## config.mk

```make
export PLATFORM = sky130hd
export DESIGN_NAME = fetch_unit
export DESIGN_NICKNAME = d
export VERILOG_FILES = /design/src/rtl/fetch_pkg.sv /design/src/rtl/fetch_buffer.sv /design/src/rtl/fetch_unit.sv
export SDC_FILE = /design/constraint.sdc
export NUM_CORES = 1
export LEC_CHECK = 0
export BUFFER_PORTS_ARGS = -buffer_cell sky130_fd_sc_hd__buf_2
export CORE_ASPECT_RATIO = 2
export CORE_MARGIN = 2
export CORE_UTILIZATION = 60
export CTS_BUF_LIST = sky130_fd_sc_hd__clkbuf_2
export CTS_CLUSTER_SIZE = 16
export DETAILED_ROUTE_END_ITERATION = 8
export GPL_TIMING_DRIVEN = 0
export PLACE_DENSITY = 0.89
export SLEW_MARGIN = 40
export SYNTH_ARGS = -nofsm -noshare
export SYNTH_HDL_FRONTEND = slang
export SYNTH_HIERARCHICAL = 1
export SYNTH_SLANG_ARGS = --single-unit
```

## constraint.sdc

```tcl
create_clock -name clk -period 14.5 [get_ports clk]
set_input_delay 2.9 -clock clk [delete_from_list [all_inputs] [get_ports clk]]
set_output_delay 2.9 -clock clk [all_outputs]
set_load 0.03 [all_outputs]
```

## src/rtl/fetch_pkg.sv

```systemverilog
// Shared types and constants for the instruction-fetch stage.
package fetch_pkg;

  localparam int unsigned N        = 32;
  localparam int unsigned PC_STEP  = 4;
  localparam logic [N-1:0] DEFAULT_RESET_PC = 32'h0000_0000;

  typedef struct packed {
    logic [N-1:0] pc;
    logic [N-1:0] instr;
  } fetch_entry_t;

endpackage

```

## src/rtl/fetch_buffer.sv

```systemverilog
// Circular FIFO of fetched {pc, instr} entries with push/pop/flush.
module fetch_buffer
  import fetch_pkg::*;
#(
  parameter int unsigned DEPTH = 2
) (
  input  logic         clk,
  input  logic         reset,
  input  logic         i_push,
  input  logic         i_pop,
  input  logic         i_flush,
  input  fetch_entry_t i_entry,
  output fetch_entry_t o_head,
  output logic         o_valid,
  output logic         o_full
);

  localparam int unsigned PTR_W = (DEPTH > 1) ? $clog2(DEPTH) : 1;
  localparam int unsigned CNT_W = $clog2(DEPTH + 1);

  fetch_entry_t     r_mem [DEPTH];
  logic [PTR_W-1:0] r_head;
  logic [PTR_W-1:0] r_tail;
  logic [CNT_W-1:0] r_count;

  // Storage needs no reset: outputs are qualified by the count.
  always_ff @(posedge clk) begin
    if (i_push) begin
      r_mem[r_tail] <= i_entry;
    end
  end

  // Pointers wrap naturally because DEPTH is a power of two.
  always_ff @(posedge clk) begin
    if (reset || i_flush) begin
      r_head  <= '0;
      r_tail  <= '0;
      r_count <= '0;
    end else begin
      if (i_push) r_tail <= r_tail + PTR_W'(1);
      if (i_pop)  r_head <= r_head + PTR_W'(1);
      unique case ({i_push, i_pop})
        2'b10:   r_count <= r_count + CNT_W'(1);
        2'b01:   r_count <= r_count - CNT_W'(1);
        default: r_count <= r_count;
      endcase
    end
  end

  assign o_head  = r_mem[r_head];
  assign o_valid = (r_count != '0);
  assign o_full  = (r_count == CNT_W'(DEPTH));

endmodule

```

## src/rtl/fetch_unit.sv

```systemverilog
// Fetch stage: PC register, next-PC selection, misalign flag and decode handoff.
module fetch_unit
  import fetch_pkg::*;
#(
  parameter int unsigned  n        = 32,
  parameter logic [n-1:0] RESET_PC = n'(DEFAULT_RESET_PC),
  parameter int unsigned  DEPTH    = 2
) (
  input  logic         clk,
  input  logic         reset,
  output logic [n-1:0] address,
  input  logic [n-1:0] instruction,
  input  logic         redirect_valid,
  input  logic [n-1:0] redirect_target,
  input  logic         dec_ready,
  output logic         dec_valid,
  output logic [n-1:0] dec_instr,
  output logic [n-1:0] dec_pc,
  output logic [n-1:0] dec_pc_plus4,
  output logic         misalign
);

  logic [n-1:0] r_pc;
  logic         r_misalign;
  logic [n-1:0] w_pc_next;
  logic         w_deq;
  logic         w_enq;
  logic         w_full;
  logic         w_valid;
  fetch_entry_t w_entry;
  fetch_entry_t w_head;

  assign w_deq = w_valid & dec_ready;
  assign w_enq = ~redirect_valid & (~w_full | w_deq);

  // Redirect beats sequential fetch; a stall holds the PC.
  always_comb begin
    w_pc_next = r_pc;
    if (redirect_valid) begin
      w_pc_next = {redirect_target[n-1:2], 2'b00};
    end else if (w_enq) begin
      w_pc_next = r_pc + n'(PC_STEP);
    end
  end

  always_ff @(posedge clk) begin
    if (reset) begin
      r_pc       <= RESET_PC;
      r_misalign <= 1'b0;
    end else begin
      r_pc <= w_pc_next;
      if (redirect_valid) begin
        r_misalign <= r_misalign | (|redirect_target[1:0]);
      end
    end
  end

  assign w_entry.pc    = r_pc;
  assign w_entry.instr = instruction;

  fetch_buffer #(
    .DEPTH (DEPTH)
  ) u_buffer (
    .clk     (clk),
    .reset   (reset),
    .i_push  (w_enq),
    .i_pop   (w_deq),
    .i_flush (redirect_valid),
    .i_entry (w_entry),
    .o_head  (w_head),
    .o_valid (w_valid),
    .o_full  (w_full)
  );

  // Decode fields are zero whenever the buffer is empty.
  assign address      = r_pc;
  assign misalign     = r_misalign;
  assign dec_valid    = w_valid;
  assign dec_pc       = w_valid ? w_head.pc : '0;
  assign dec_instr    = w_valid ? w_head.instr : '0;
  assign dec_pc_plus4 = w_valid ? (w_head.pc + n'(PC_STEP)) : '0;

endmodule

```

# After elaboration in Yosys (flattened, before gate mapping)
# Memories as Yosys holds them, arrays and structs flattened. A register that Yosys moved wholly into a read port is not among the register bits.
# Cells that the tools add are included.
# totals
out_inout_bits	130
in_bits	68
n_memories	1
word_cells	38
mem_bits_rw	128
register_bits	37
# classes
n_addsub	6
bitwise_logic	6
muxes	10
n_eq_ne	3
n_reduce_logical	6
# memory_table
memory	words	width	read_ports	rd_clocked_by_memory_dff	wr	line	source
u_buffer.r_mem	2	64	1	1	1	fetch_buffer.sv:21	fetch_entry_t r_mem [DEPTH];
# op_table
cell	n
$mux W32	5
$add A32 B3 Y32 const B	2
$reduce_bool A2 Y1	3
$eq A2 B2 Y1 const B	2
$mux W1	4
$pmux W2 S2	1
$reduce_or A2 Y1	2
$add A1 B1 Y1 const B	2
$add A2 B1 Y2 const B	1
$and A1 B1 Y1	2
$eq A2 B1 Y1 const B	1
$not A1 Y1	2
$or A1 B1 Y1	2
$sub A2 B1 Y2 const B	1
$logic_or A1 B1 Y1	1

# Depth between registers and ports, before layout
# Gate-level depths: netlist of the first run.
# depth
word_depth	6
ltp_mapped	10
mapped_depth_nobuf	9

# By module
# Netlist of the first run, hierarchy kept.
# modules_own_cells
module	area_per_inst_um2	seq_area_each_um2	n_inst	cells_per_inst
fetch_buffer	4814.6	3943.8	1	221
fetch_unit	3110.5	620.6	1	447

# Least setup slack after synthesis of the first run
# OpenSTA, ideal clock, no wires.
# synth_timing
kind	input port to flip-flop
start	in redirect_valid
end	mem u_buffer/r_mem[0][0] (netlist bit) (enable)
path_slack_ns	7.858
path_buffers	1
setup_time_ns	0.487
required_ns	14.013
arrival_time_ns	6.155
stages	6
cell_sequence	clkbuf_1 clkinv_1 nand2_1 inv_1 inv_1 nor2_1
# synth_via
elab_chain_len	4
# synth_rtl
element	line	source
from (decl)	fetch_unit.sv:13	input logic redirect_valid,
$not A1 Y1	fetch_unit.sv:34	assign w_enq = ~redirect_valid & (~w_full | w_deq);
$and A1 B1 Y1	fetch_unit.sv:34	
net w_enq	fetch_unit.sv:27	logic w_enq;
$mux W1	fetch_buffer.sv:28	if (i_push) begin
$mux W1 (not written as such)	fetch_buffer.sv:29	r_mem[r_tail] <= i_entry;
to (decl)	fetch_buffer.sv:21	
# The timed path passes the listed nets, and every way through them passes these cells.

==> metrics, run 1 <==
CTS sink cnt 164; worst min path class reg -> reg; Post-synth EDFFs 128; top routing layer in use met4; maxcap violations 0; GRT Util Overall 0.285; vias in the first global route 6285; I/O Buffers 195; Placeable Area 13000 um^2; Pre-antenna DRT Iters 8; gp weighted congestion 0.950; HPWL Detailed 15.4 mm; FF-to-FF Start u_buffer/r_count[0]; WP data required 11.60 ns; first-pass GRT wire length 31.2 mm; final period utilization 0.463; layout cells sized above 1 0.372; pin count of the biggest net entering global routing 38; WHS 0.477 ns; Startpoint Class flip-flop; Critical Path End Type primary output; dpl ws 8.55 ns; Vias/cell 5.96; setup_tns 0 ns; outcome complete, no violations; PwrDens 102 nW/um^2; Top FF cell, synth edfxtp_1; Worst Hold Path Cells 2; register clock-pin slew on the reported worst setup and hold paths 0.27 ns; vias 6307; reg2reg setup slack 11.60 ns; met3 wire length 1.13 mm; Num CTS Buffers 17; Layout Area Growth over Synthesis 19.2%; initial core utilization 0.610; CTS HTree Levels 4; Critical Path AT 3.82 ns; Max Fclk 0.149 GHz; P_leak 3.78 nW; routed length on met2 11.3 mm; syn avg cell area 11.9 um^2; RSZ-0062 raised after global routing false; synth warn 6; antenna violations before repair 2; Hold Crit Start misalign; Clock Tree Buf Depth 2; post-CTS sizing 0; final cell count without fillers 1058; # nets final 962; post-CTS setup buffer count 0; Hold Path End misalign; root buf cell clkbuf_2; Post-DRT Antenna Nets 0; endpoints failing hold 0; endpoints failing setup 0; DRT iter0 DRCs 463; Max rail drop VDD 73.3 uV; Cell Area, Synth 7930 um^2; Rel. slew slack 0.507; Clock Skew 0.0335 ns; Synth Register Bits 164; Die Footprint 14200 um^2; Die W 85.3 um; drt wl/cell 19.5 um; Ports 198; Least-Margin Pin Slew 0.733 ns; Final Max Slew Viols 0; TritonCTS clock tree yes; FP Rows 59; drt drc 0; post-synthesis sequential area ratio 0.576; kind of critical path reg -> out; Post-Route WL 20.6 mm; Placed Instance Area 9210 um^2; post-synth cell types 52; asr flop ratio synth 0; synthesized netlist cell count 668; final setup margin 7.78 ns; CP max FO 10; Final Cell Area 9450 um^2; hold buffers post-CTS 0; Skew-Pair Late Insertion Delay 0.70 ns; Die Span Y 167 um; Critical R2R Capture u_buffer/r_count[1]; gr ovfl total 0; FF-to-FF path depth 8; dpl cells 1024; Tmin final 6.72 ns; DRT met1 WL 6.82 mm
[per-layer routing]
| metal | track usage | up-vias |
|---|---|---|
| li1 | - | 2937 |
| met1 | 0.280 | 2978 |
| met2 | 0.524 | 294 |
| met3 | 0.0431 | 98 |
| met4 | 0.199 | 0 |
| met5 | 0 | - |
[cell usage in the layout (no fill, tap or decap), types with 11 or more instances in the layout]
| cell type | count |
|---|---|
| mux2_2 | 79 |
| nor3_1 | 25 |
| inv_1 | 17 |
| xnor2_1 | 16 |
| edfxtp_1 | 128 |
| nand2_1 | 36 |
| clkbuf_1 | 23 |
| clkbuf_2 | 17 |
| nand3_1 | 14 |
| nor4_1 | 11 |
| a211oi_1 | 14 |
| or4_1 | 13 |
| nor2_1 | 55 |
| and2_1 | 62 |
| dfxtp_1 | 36 |
| a21oi_1 | 13 |
| nand4_1 | 16 |
| buf_2 | 205 |
[logic make-up (layout without fill, tap and decap cells)]
group	after synthesis	count (layout)	share of synthesized area
AOI/OAI and AO/OA	72	72	0.0650
muxes	79	79	0.112
buffers and inverters	61	292	0.0343
DFF	164	164	0.576
adders and majority gates	3	3	0.00474
and+or+nand+nor	266	266	0.183
xor gates and xnor gates	22	22	0.0243
other	1	8	0.000473
[registers in the layout, indices dropped and copies added (netlist names), named ones only]
| signal | count |
|---|---|
| u_buffer/r_tail | 1 |
| misalign | 1 |
| u_buffer/r_mem | 128 |
| address | 30 |
| u_buffer/r_count | 2 |
| u_buffer/r_head | 1 |
[critical path: stages (launching register included)]
cell and delay (ns):
dfxtp_1 0.35, buf_2 0.23, buf_2 0.31, mux2_2 0.28, nand4_2 0.20, or4_1 0.70, buf_2 0.25, nor4_1 0.23
mux2_2 0.40, buf_2 0.18
[through the flow]
step	util	power, W
final	0.727	0.000961
after global routing	0.727	0.000994
after CTS	0.727	0.000964
after detailed placement	0.709	0.000729
after global placement	0.701	0.000722
after floorplan	-	0.000669
[cell type report]
cell class	count	area (um^2)
clock buffer	17	85.1
sequential	164	4560
antenna	2	5.00
fill	963	3550
buffer	42	200
clock inverter	15	146
tap	152	190
timing repair buffer	199	1070
multi-input combinational	448	3120
inverter	19	71.3
[cell usage after synthesis (2+ instances only)]
library cell  number  area share
nand4_1           16       0.013
and4_1             5      0.0055
o311ai_0           3      0.0033
inv_1             17      0.0081
a21oi_1           13      0.0082
o31ai_1            7      0.0066
nor3b_1            3      0.0028
a311oi_1           8      0.0088
and2_1            63       0.050
mux2_2            79        0.11
nor4_1            11      0.0087
a211o_1            2      0.0022
clkbuf_1          23       0.011
o41ai_1            3      0.0033
edfxtp_1         128        0.49
or3_1              9      0.0071
a221oi_1           2      0.0022
or4_1             13       0.012
or2_2              2      0.0016
o21ai_0            9      0.0057
buf_1              2     0.00095
nand3_1           14      0.0088
a2111oi_0          2      0.0022
buf_4              6      0.0057
xnor2_1           16       0.018
a31oi_1            3      0.0024
nor3_1            25       0.016
a211oi_1          14       0.013
dfxtp_1           36       0.091
and3_1             6      0.0047
nand2_1           36       0.017
xor2_1             6      0.0066
buf_2             10      0.0063
ha_1               3      0.0047
nor2_1            56       0.027
[power breakdown]
group          switching, W  leakage [nW]  total (W)  internal [W]
registers         0.0000179          1.52   0.000552      0.000534
clock network      0.000173         0.139   0.000241     0.0000671
logic              0.000111          2.12   0.000169     0.0000580
[how the worst max path moves through the flow]
stage / end / slack [ns]
5_1_grt: dec_pc_plus4[23] / 7.57
4_1_cts: dec_pc_plus4[23] / 7.74
6_report: dec_pc_plus4[23] / 7.78
3_5_place_dp: dec_pc_plus4[23] / 8.55
2_1_floorplan: u_buffer/r_mem[0][0] / 7.86
3_3_place_gp: u_buffer/r_mem[0][25] / 5.99
Note: power is estimated with default switching activity, not from simulation.
==> inputs of run 2 (changes only) <==
--- a/config.mk
+++ b/config.mk
@@ -5,15 +5,16 @@
 export SDC_FILE = /design/constraint.sdc
 export NUM_CORES = 1
 export LEC_CHECK = 0
+export ABC_AREA = 1
 export BUFFER_PORTS_ARGS = -buffer_cell sky130_fd_sc_hd__buf_2
 export CORE_ASPECT_RATIO = 2
 export CORE_MARGIN = 2
-export CORE_UTILIZATION = 60
+export CORE_UTILIZATION = 51
 export CTS_BUF_LIST = sky130_fd_sc_hd__clkbuf_2
 export CTS_CLUSTER_SIZE = 16
 export DETAILED_ROUTE_END_ITERATION = 8
 export GPL_TIMING_DRIVEN = 0
-export PLACE_DENSITY = 0.89
+export PLACE_DENSITY = 0.79
 export SLEW_MARGIN = 40
 export SYNTH_ARGS = -nofsm -noshare
 export SYNTH_HDL_FRONTEND = slang
==> constraint.sdc (replaced) <==
create_clock -name clk -period 5.8 [get_ports clk]
set_input_delay 1.16 -clock clk [delete_from_list [all_inputs] [get_ports clk]]
set_output_delay 1.16 -clock clk [all_outputs]
set_load 0.03 [all_outputs]
==> run 2 against run 1 <==
Effect of this change: sequential share of layout area decreased by 4.8 points; area after synthesis increased by 12%; global-route usage decreased by 5.1 points; final area increased by 11%; die area increased by 30%; clock skew decreased by 0.0062 ns; final cell count increased by 33%; largest cell class unchanged.
==> metrics, run 2 <==
outcome complete, no violations (unchanged); crit-path cells buf_6 -> buf_12 -> mux2_4 -> ha_1 -> nand2_2 -> nor2_4 -> nand2_4 -> nor2_8 -> nand2_2 -> nor2_2 -> nand3_1 -> a21oi_1 -> buf_2 (was buf_2 -> buf_2 -> mux2_2 -> nand4_2 -> or4_1 -> buf_2 -> nor4_1 -> mux2_2 -> buf_2); Rel. slew slack 0.616 (was 0.507); area leader, netlist edfxtp_1 (unchanged); Critical R2R Capture u_buffer/r_mem[1][18] (was u_buffer/r_count[1]); final period utilization 0.732; Max Fclk 0.236 GHz; Placeable Area 17100 um^2 (was 13000 um^2); Die W 97.1 um (was 85.3 um); # nets final 1257 (was 962); critical path depth 13 (was 9); I/O Buffers 195 (unchanged); Post-synth EDFFs 128 (unchanged); maxcap violations 0 (unchanged); setup_tns 0 ns (unchanged); endpoints failing setup 0 (unchanged); endpoints failing hold 0 (unchanged); PwrDens 233 nW/um^2 (was 102 nW/um^2); Skew-Pair Late Insertion Delay 0.70 ns (about the same); GR Util met2 0.417 (was 0.524); number of flip-flops in the largest register 128 (unchanged); CP max stage cell dfxtp_1 (was or4_1); Top FF cell, synth edfxtp_1 (unchanged); GR Util met1 0.274 (was 0.280); reg2reg setup slack 3.13 ns (was 11.60 ns); Ports 198 (unchanged); Synth Register Bits 164 (unchanged); Die Span Y 190 um (was 167 um); top-area cell type share of the netlist area 0.434 (was 0.485); Clock Tree Buf Depth 2 (unchanged); P_leak 4.97 nW (was 3.78 nW); root buf cell clkbuf_2 (unchanged); drt wl/cell 15.3 um (was 19.5 um); HPWL Detailed 16.8 mm (was 15.4 mm); asr flop ratio synth 0 (unchanged); layout cells sized above 1 0.287 (was 0.372); GRT Util Overall 0.234 (was 0.285); synth warn 6 (unchanged); Critical Path End Type primary output (unchanged); Final Max Slew Viols 0 (unchanged); DRT iter0 DRCs 441 (was 463); crit path buf inv count 3 (was 4); WP data required 4.64 ns (was 11.60 ns); Critical Path AT 3.08 ns (was 3.82 ns); busiest grt layer met2 (unchanged); worst min path class reg -> reg (unchanged); most numerous cell on the critical path nand2_2 (was buf_2); FP Rows 68 (was 59); crit-path leading delay family simple AND/OR/NAND/NOR gates (unchanged); kind of critical path reg -> out (unchanged); synth top area cells edfxtp_1, nand2_1, mux2_4, dfxtp_1, inv_1 (was edfxtp_1, mux2_2, dfxtp_1, and2_1, nor2_1); TritonCTS clock tree yes (unchanged); Post-DRT Antenna Nets 0 (unchanged); Pre-antenna DRT Iters 5 (was 8); CP peak stage delay 0.38 ns (was 0.70 ns); post-synthesis sequential area ratio 0.516 (was 0.576); initial core utilization 0.517 (was 0.610); Final Cell Area 10500 um^2 (was 9450 um^2); Placed Instance Area 10200 um^2 (was 9210 um^2); post-synth cell types 45 (was 52); register with the most flip-flops u_buffer/r_mem (unchanged); Die Footprint 18500 um^2 (was 14200 um^2); register clock-pin slew on the reported worst setup and hold paths 0.23 ns (was 0.27 ns); FF-to-FF path depth 9 (was 8); Worst Hold Path Cells 2 (unchanged); Startpoint Class flip-flop (unchanged); commonest non-fill, non-tap cell in the layout nand2_1 (was buf_2); Vias/cell 5.13 (was 5.96); vias in the first global route 6937 (was 6285); first-pass GRT wire length 34.5 mm (was 31.2 mm); Max rail drop VDD 139 uV (was 73.3 uV); RSZ-0062 raised after global routing false (unchanged); syn avg cell area 9.19 um^2 (was 11.9 um^2); met3 Use GR 0.0422 (was 0.0431); vias 7233 (was 6307); Tmin final 4.24 ns; post-CTS setup buffer count 0 (unchanged); Post-Route WL 21.5 mm (was 20.6 mm); Layout Area Growth over Synthesis 18.5% (was 19.2%); drt drc 0 (unchanged); pin count of the biggest net entering global routing 38 (unchanged); post-CTS sizing 0 (unchanged); CP max FO 10 (unchanged); hold buffers post-CTS 0 (unchanged); CTS HTree Levels 4 (unchanged); Least-Margin Pin Slew 0.577 ns (was 0.733 ns); CTS sink cnt 164 (unchanged); top-count cell post-synth nand2_1 (was edfxtp_1); most frequent cells after synthesis nand2_1, inv_1, edfxtp_1 (was edfxtp_1, mux2_2, and2_1); antenna violations before repair 1 (was 2); Num CTS Buffers 17 (unchanged); Cell Area, Synth 8850 um^2 (was 7930 um^2); gr ovfl total 0 (unchanged); CP endpoint dec_pc_plus4[22] (was dec_pc_plus4[23]); synthesized netlist cell count 963 (was 668); Clock Skew 0.0272 ns (was 0.0335 ns); commonest non-fill, non-tap cells in the layout nand2_1, buf_2, inv_1 (was buf_2, edfxtp_1, mux2_2); gp weighted congestion 0.983 (was 0.950); FF-to-FF Start u_buffer/r_count[0] (unchanged)
-- run 2: cell types whose count changed after synthesis, moves of 23 or more --
cell	previous run	this run
mux2_4	0	60
mux2_2	79	4
and2_1	63	0
nand2_1	36	275
nor2_1	56	93
inv_1	17	139
a21oi_1	13	36
nand3_1	14	46
-- run 2: worst min-delay path by stage --
stage                                    from                   to
after floorplan           u_buffer/r_count[1]  u_buffer/r_count[1]
after global placement               misalign             misalign
after detailed placement             misalign             misalign
after CTS                            misalign             misalign
after global routing                 misalign             misalign
final                                misalign             misalign
-- run 2: area by class of cell --
class	count	area (um^2)
clock inverters	12	168
repair buffers	199	1080
diodes	1	2.50
multi-input cells	631	3530
fillers	1481	6610
well taps	210	263
flip-flops and latches	164	4560
inverters	141	532
plain buffers	32	250
clock buffers	20	100
-- run 2: report_power, final --
group	switching (W)	internal (W)
combinational	0.000268	0.000149
clock	0.000404	0.000255
sequential	0.0000405	0.00133
-- run 2: tightest hold or removal path, delay by kind of cell, from the launching register on --
family	cells	cell delay [ns]
flops	1	0.37
compound gates	1	0.06
buf+inv	1	0.05
-- run 2: routing by layer --
metal,part of all wire,up-vias
met5,0,-
met4,0.036,0
met3,0.067,52
met2,0.52,321
met1,0.38,3282
li1,-,3578
-- run 2: kinds of logic (layout without fill, tap and decap cells) --
kind of cell / after synthesis / after routing / synth area share
AOI/OAI and AO/OA: 75 / 75 / 0.0472
xor gates and xnor gates: 6 / 6 / 0.00594
DFF: 164 / 164 / 0.516
and+or+nand+nor: 477 / 477 / 0.231
adders and majority gates: 3 / 3 / 0.00424
other: 1 / 7 / 0.000424
muxes: 64 / 64 / 0.107
buffers and inverters: 173 / 404 / 0.0881
-- run 2: through the flow --
step	hold slack (ns)	setup WS (ns)	cells	power, W	utilization
floorplan	0.438	0.843	968	0.00167	-
global placement	0.438	-1.02	1373	0.00180	0.591
detailed placement	0.459	2.35	1377	0.00181	0.598
CTS	0.486	1.50	1409	0.00246	0.613
global route	0.514	1.26	1410	0.00256	0.613
finish	0.480	1.56	1410	0.00245	0.613
==> inputs of run 3 (changes only) <==
--- a/config.mk
+++ b/config.mk
@@ -9,12 +9,12 @@
 export BUFFER_PORTS_ARGS = -buffer_cell sky130_fd_sc_hd__buf_2
 export CORE_ASPECT_RATIO = 2
 export CORE_MARGIN = 2
-export CORE_UTILIZATION = 51
+export CORE_UTILIZATION = 57
 export CTS_BUF_LIST = sky130_fd_sc_hd__clkbuf_2
 export CTS_CLUSTER_SIZE = 16
 export DETAILED_ROUTE_END_ITERATION = 8
 export GPL_TIMING_DRIVEN = 0
-export PLACE_DENSITY = 0.79
+export PLACE_DENSITY = 0.83
 export SLEW_MARGIN = 40
 export SYNTH_ARGS = -nofsm -noshare
 export SYNTH_HDL_FRONTEND = slang
==> constraint.sdc (replaced) <==
create_clock -name clk -period 4.17 [get_ports clk]
set_input_delay 0.834 -clock clk [delete_from_list [all_inputs] [get_ports clk]]
set_output_delay 0.834 -clock clk [all_outputs]
set_load 0.03 [all_outputs]
==> run 3 against run 2 <==
Effect of this change: die area fell by 10%; total power rose by 35%; flip-flop and latch count did not move; critical endpoint unchanged; largest cell class unchanged; via count rose by 0.30%; largest power group unchanged; non-clock buffer count did not move; clock skew rose by 0.011 ns; critical path type unchanged; clock power rose by 25%; register-to-register slack got worse by 1.7 ns; combinational power rose by 40%.
==> metrics, run 3 (same netlist as run 2, synthesis figures left out) <==
outcome complete, no violations (unchanged); FP Rows 64 (was 68); vias 7255 (was 7233); reg2reg setup slack 1.41 ns (was 3.13 ns); Least-Margin Pin Slew 0.655 ns (was 0.577 ns); Vias/cell 5.19 (was 5.13); maxcap violations 0 (unchanged); total power 0.00331 W (was 0.00245 W); Max rail drop VDD 202 uV (was 139 uV); Critical Path End Type primary output (unchanged); FILL cells 1278 (was 1481); Critical Path AT 3.09 ns (was 3.08 ns); Worst Hold Path Cells 1 (was 2); vias in the first global route 7172 (was 6937); gr ovfl total 0 (unchanged); DRT iter0 DRCs 365 (was 441); Ports 198 (unchanged); endpoints failing setup 0 (unchanged); Clock Tree Buf Depth 2 (unchanged); CP max stage cell dfxtp_2 (was dfxtp_1); hold buffers post-CTS 0 (unchanged); final setup margin 0.241 ns (was 1.56 ns); kind of critical path reg -> out (unchanged); CP max FO 10 (unchanged); Num CTS Buffers 17 (unchanged); worst min path class in -> reg (was reg -> reg); final cell count without fillers 1398 (was 1410); FF-to-FF Start u_buffer/r_count[0] (unchanged); post-layout util 0.685 (was 0.613); endpoints failing hold 0 (unchanged); gp weighted congestion 1.02 (was 0.983); RSZ-0062 raised after global routing false (unchanged); pin count of the biggest net entering global routing 40 (was 38); crit-path leading delay family simple AND/OR/NAND/NOR gates (unchanged); Clock Skew 0.0382 ns (was 0.0272 ns); Post-DRT Antenna Nets 0 (unchanged); post-CTS setup buffer count 0 (unchanged); crit-path cells buf_8 -> buf_12 -> mux2_4 -> ha_2 -> nand2_2 -> nor2_4 -> nand2_4 -> nor2_8 -> nand2_2 -> nor2_2 -> nand3_1 -> a21oi_1 -> clkbuf_4 (was buf_6 -> buf_12 -> mux2_4 -> ha_1 -> nand2_2 -> nor2_4 -> nand2_4 -> nor2_8 -> nand2_2 -> nor2_2 -> nand3_1 -> a21oi_1 -> buf_2); commonest non-fill, non-tap cells in the layout nand2_1, buf_2, inv_1 (unchanged); Max Fclk 0.255 GHz; layout cells sized above 1 0.289 (was 0.287); dpl cells 1365 (was 1377); CP peak stage delay 0.39 ns (was 0.38 ns); CTS sink cnt 164 (unchanged); crit path buf inv count 3 (unchanged); Hold Path End u_buffer/r_mem[0][0] (was misalign); Die W 92.1 um (was 97.1 um); Die Footprint 16600 um^2 (was 18500 um^2); GRT Util Overall 0.290 (was 0.234); drt drc 0 (unchanged); drt wl/cell 16.9 um (was 15.3 um); WP data required 3.34 ns (was 4.64 ns); root buf cell clkbuf_2 (unchanged); PwrDens 318 nW/um^2 (was 233 nW/um^2); initial core utilization 0.582 (was 0.517); Die Span Y 180 um (was 190 um); TritonCTS clock tree yes (unchanged); HPWL Detailed 19.1 mm (was 16.8 mm); final period utilization 0.942; P_leak 4.95 nW (was 4.97 nW); Startpoint Class flip-flop (unchanged); Final Max Slew Viols 0 (unchanged); antenna violations before repair 1 (unchanged); most numerous cell on the critical path nand2_2 (unchanged); Layout Area Growth over Synthesis 17.8% (was 18.5%); Critical R2R Capture u_buffer/r_mem[0][8] (was u_buffer/r_mem[1][18]); Rel. slew slack 0.563 (was 0.616); Post-Route WL 23.7 mm (was 21.5 mm); commonest non-fill, non-tap cell in the layout nand2_1 (unchanged); Pre-antenna DRT Iters 5 (unchanged); register with the most flip-flops u_buffer/r_mem (unchanged); # nets final 1257 (unchanged); Tmin final 3.93 ns; Skew-Pair Late Insertion Delay 0.72 ns (was 0.70 ns); Placeable Area 15200 um^2 (was 17100 um^2); first-pass GRT wire length 36.5 mm (was 34.5 mm); register clock-pin slew on the reported worst setup and hold paths 0.24 ns (was 0.23 ns); FF-to-FF path depth 10 (was 9); Hold Crit Start instruction[0] (was misalign); number of flip-flops in the largest register 128 (unchanged); CTS HTree Levels 4 (unchanged); dpl ws 0.930 ns (was 2.35 ns); I/O Buffers 195 (unchanged)
==> run 3: worst max path at each step <==
| stage | to | cells past startpoint | start |
|---|---|---|---|
| 2_1_floorplan | u_buffer/r_mem[0][0] | 6 | redirect_valid |
| 3_3_place_gp | u_buffer/r_mem[0][5] | 7 | redirect_valid |
| 3_5_place_dp | dec_pc_plus4[22] | 13 | flip-flop |
| 4_1_cts | dec_pc_plus4[22] | 13 | flip-flop |
| 5_1_grt | dec_pc[29] | 8 | u_buffer/r_count[0] |
| 6_report | dec_pc_plus4[22] | 13 | flip-flop |
==> run 3: final cells by class <==
cell class / count / area [um^2] / area share
Clock inverter: 15 / 149 / 0.0143
Timing Repair Buffer: 199 / 1060 / 0.101
Buffer: 32 / 254 / 0.0244
Tap cell: 198 / 248 / 0.0238
Clock buffer: 17 / 85.1 / 0.00816
Inverter: 141 / 532 / 0.0510
Sequential cell: 164 / 4570 / 0.438
Antenna cell: 1 / 2.50 / 0.000240
Multi-Input combinational cell: 631 / 3530 / 0.339
==> run 3: report_power, final <==
| part | total, W | internal [W] | switching (W) |
|---|---|---|---|
| Sequential | 0.00191 | 0.00185 | 0.0000544 |
| Combinational | 0.000583 | 0.000204 | 0.000379 |
| Clock | 0.000824 | 0.000235 | 0.000590 |
==> run 3: routing by layer <==
metal / track usage / vias to the layer above / routed length (um)
met5: 0 / - / 0
met4: 0.192 / 0 / 1460
met3: 0.0406 / 61 / 1000
met2: 0.569 / 250 / 13600
met1: 0.263 / 3349 / 7640
li1: - / 3595 / -
==> run 3: per-stage QoR <==
step / instance area [um^2] / TNS, ns / hold WS, ns
floorplan: 8870 / 0 / 0.438
global placement: 10100 / -51.68 / 0.435
detailed placement: 10200 / 0 / 0.441
CTS: 10400 / 0 / 0.212
global route: 10400 / 0 / 0.204
finish: 10400 / 0 / 0.302
==> run 3: repair_timing <==
item                                    CTS  global route
gates resized for setup                   0             4
endpoints found under the setup margin    0             3
hold endpoints to repair                  0             0
==> run 3: worst reg2reg max path, delay by kind of cell (launching register included) <==
family	cells	cell delay (ns)
flops	1	0.44
simple gates	5	0.98
buf+inv	5	1.03
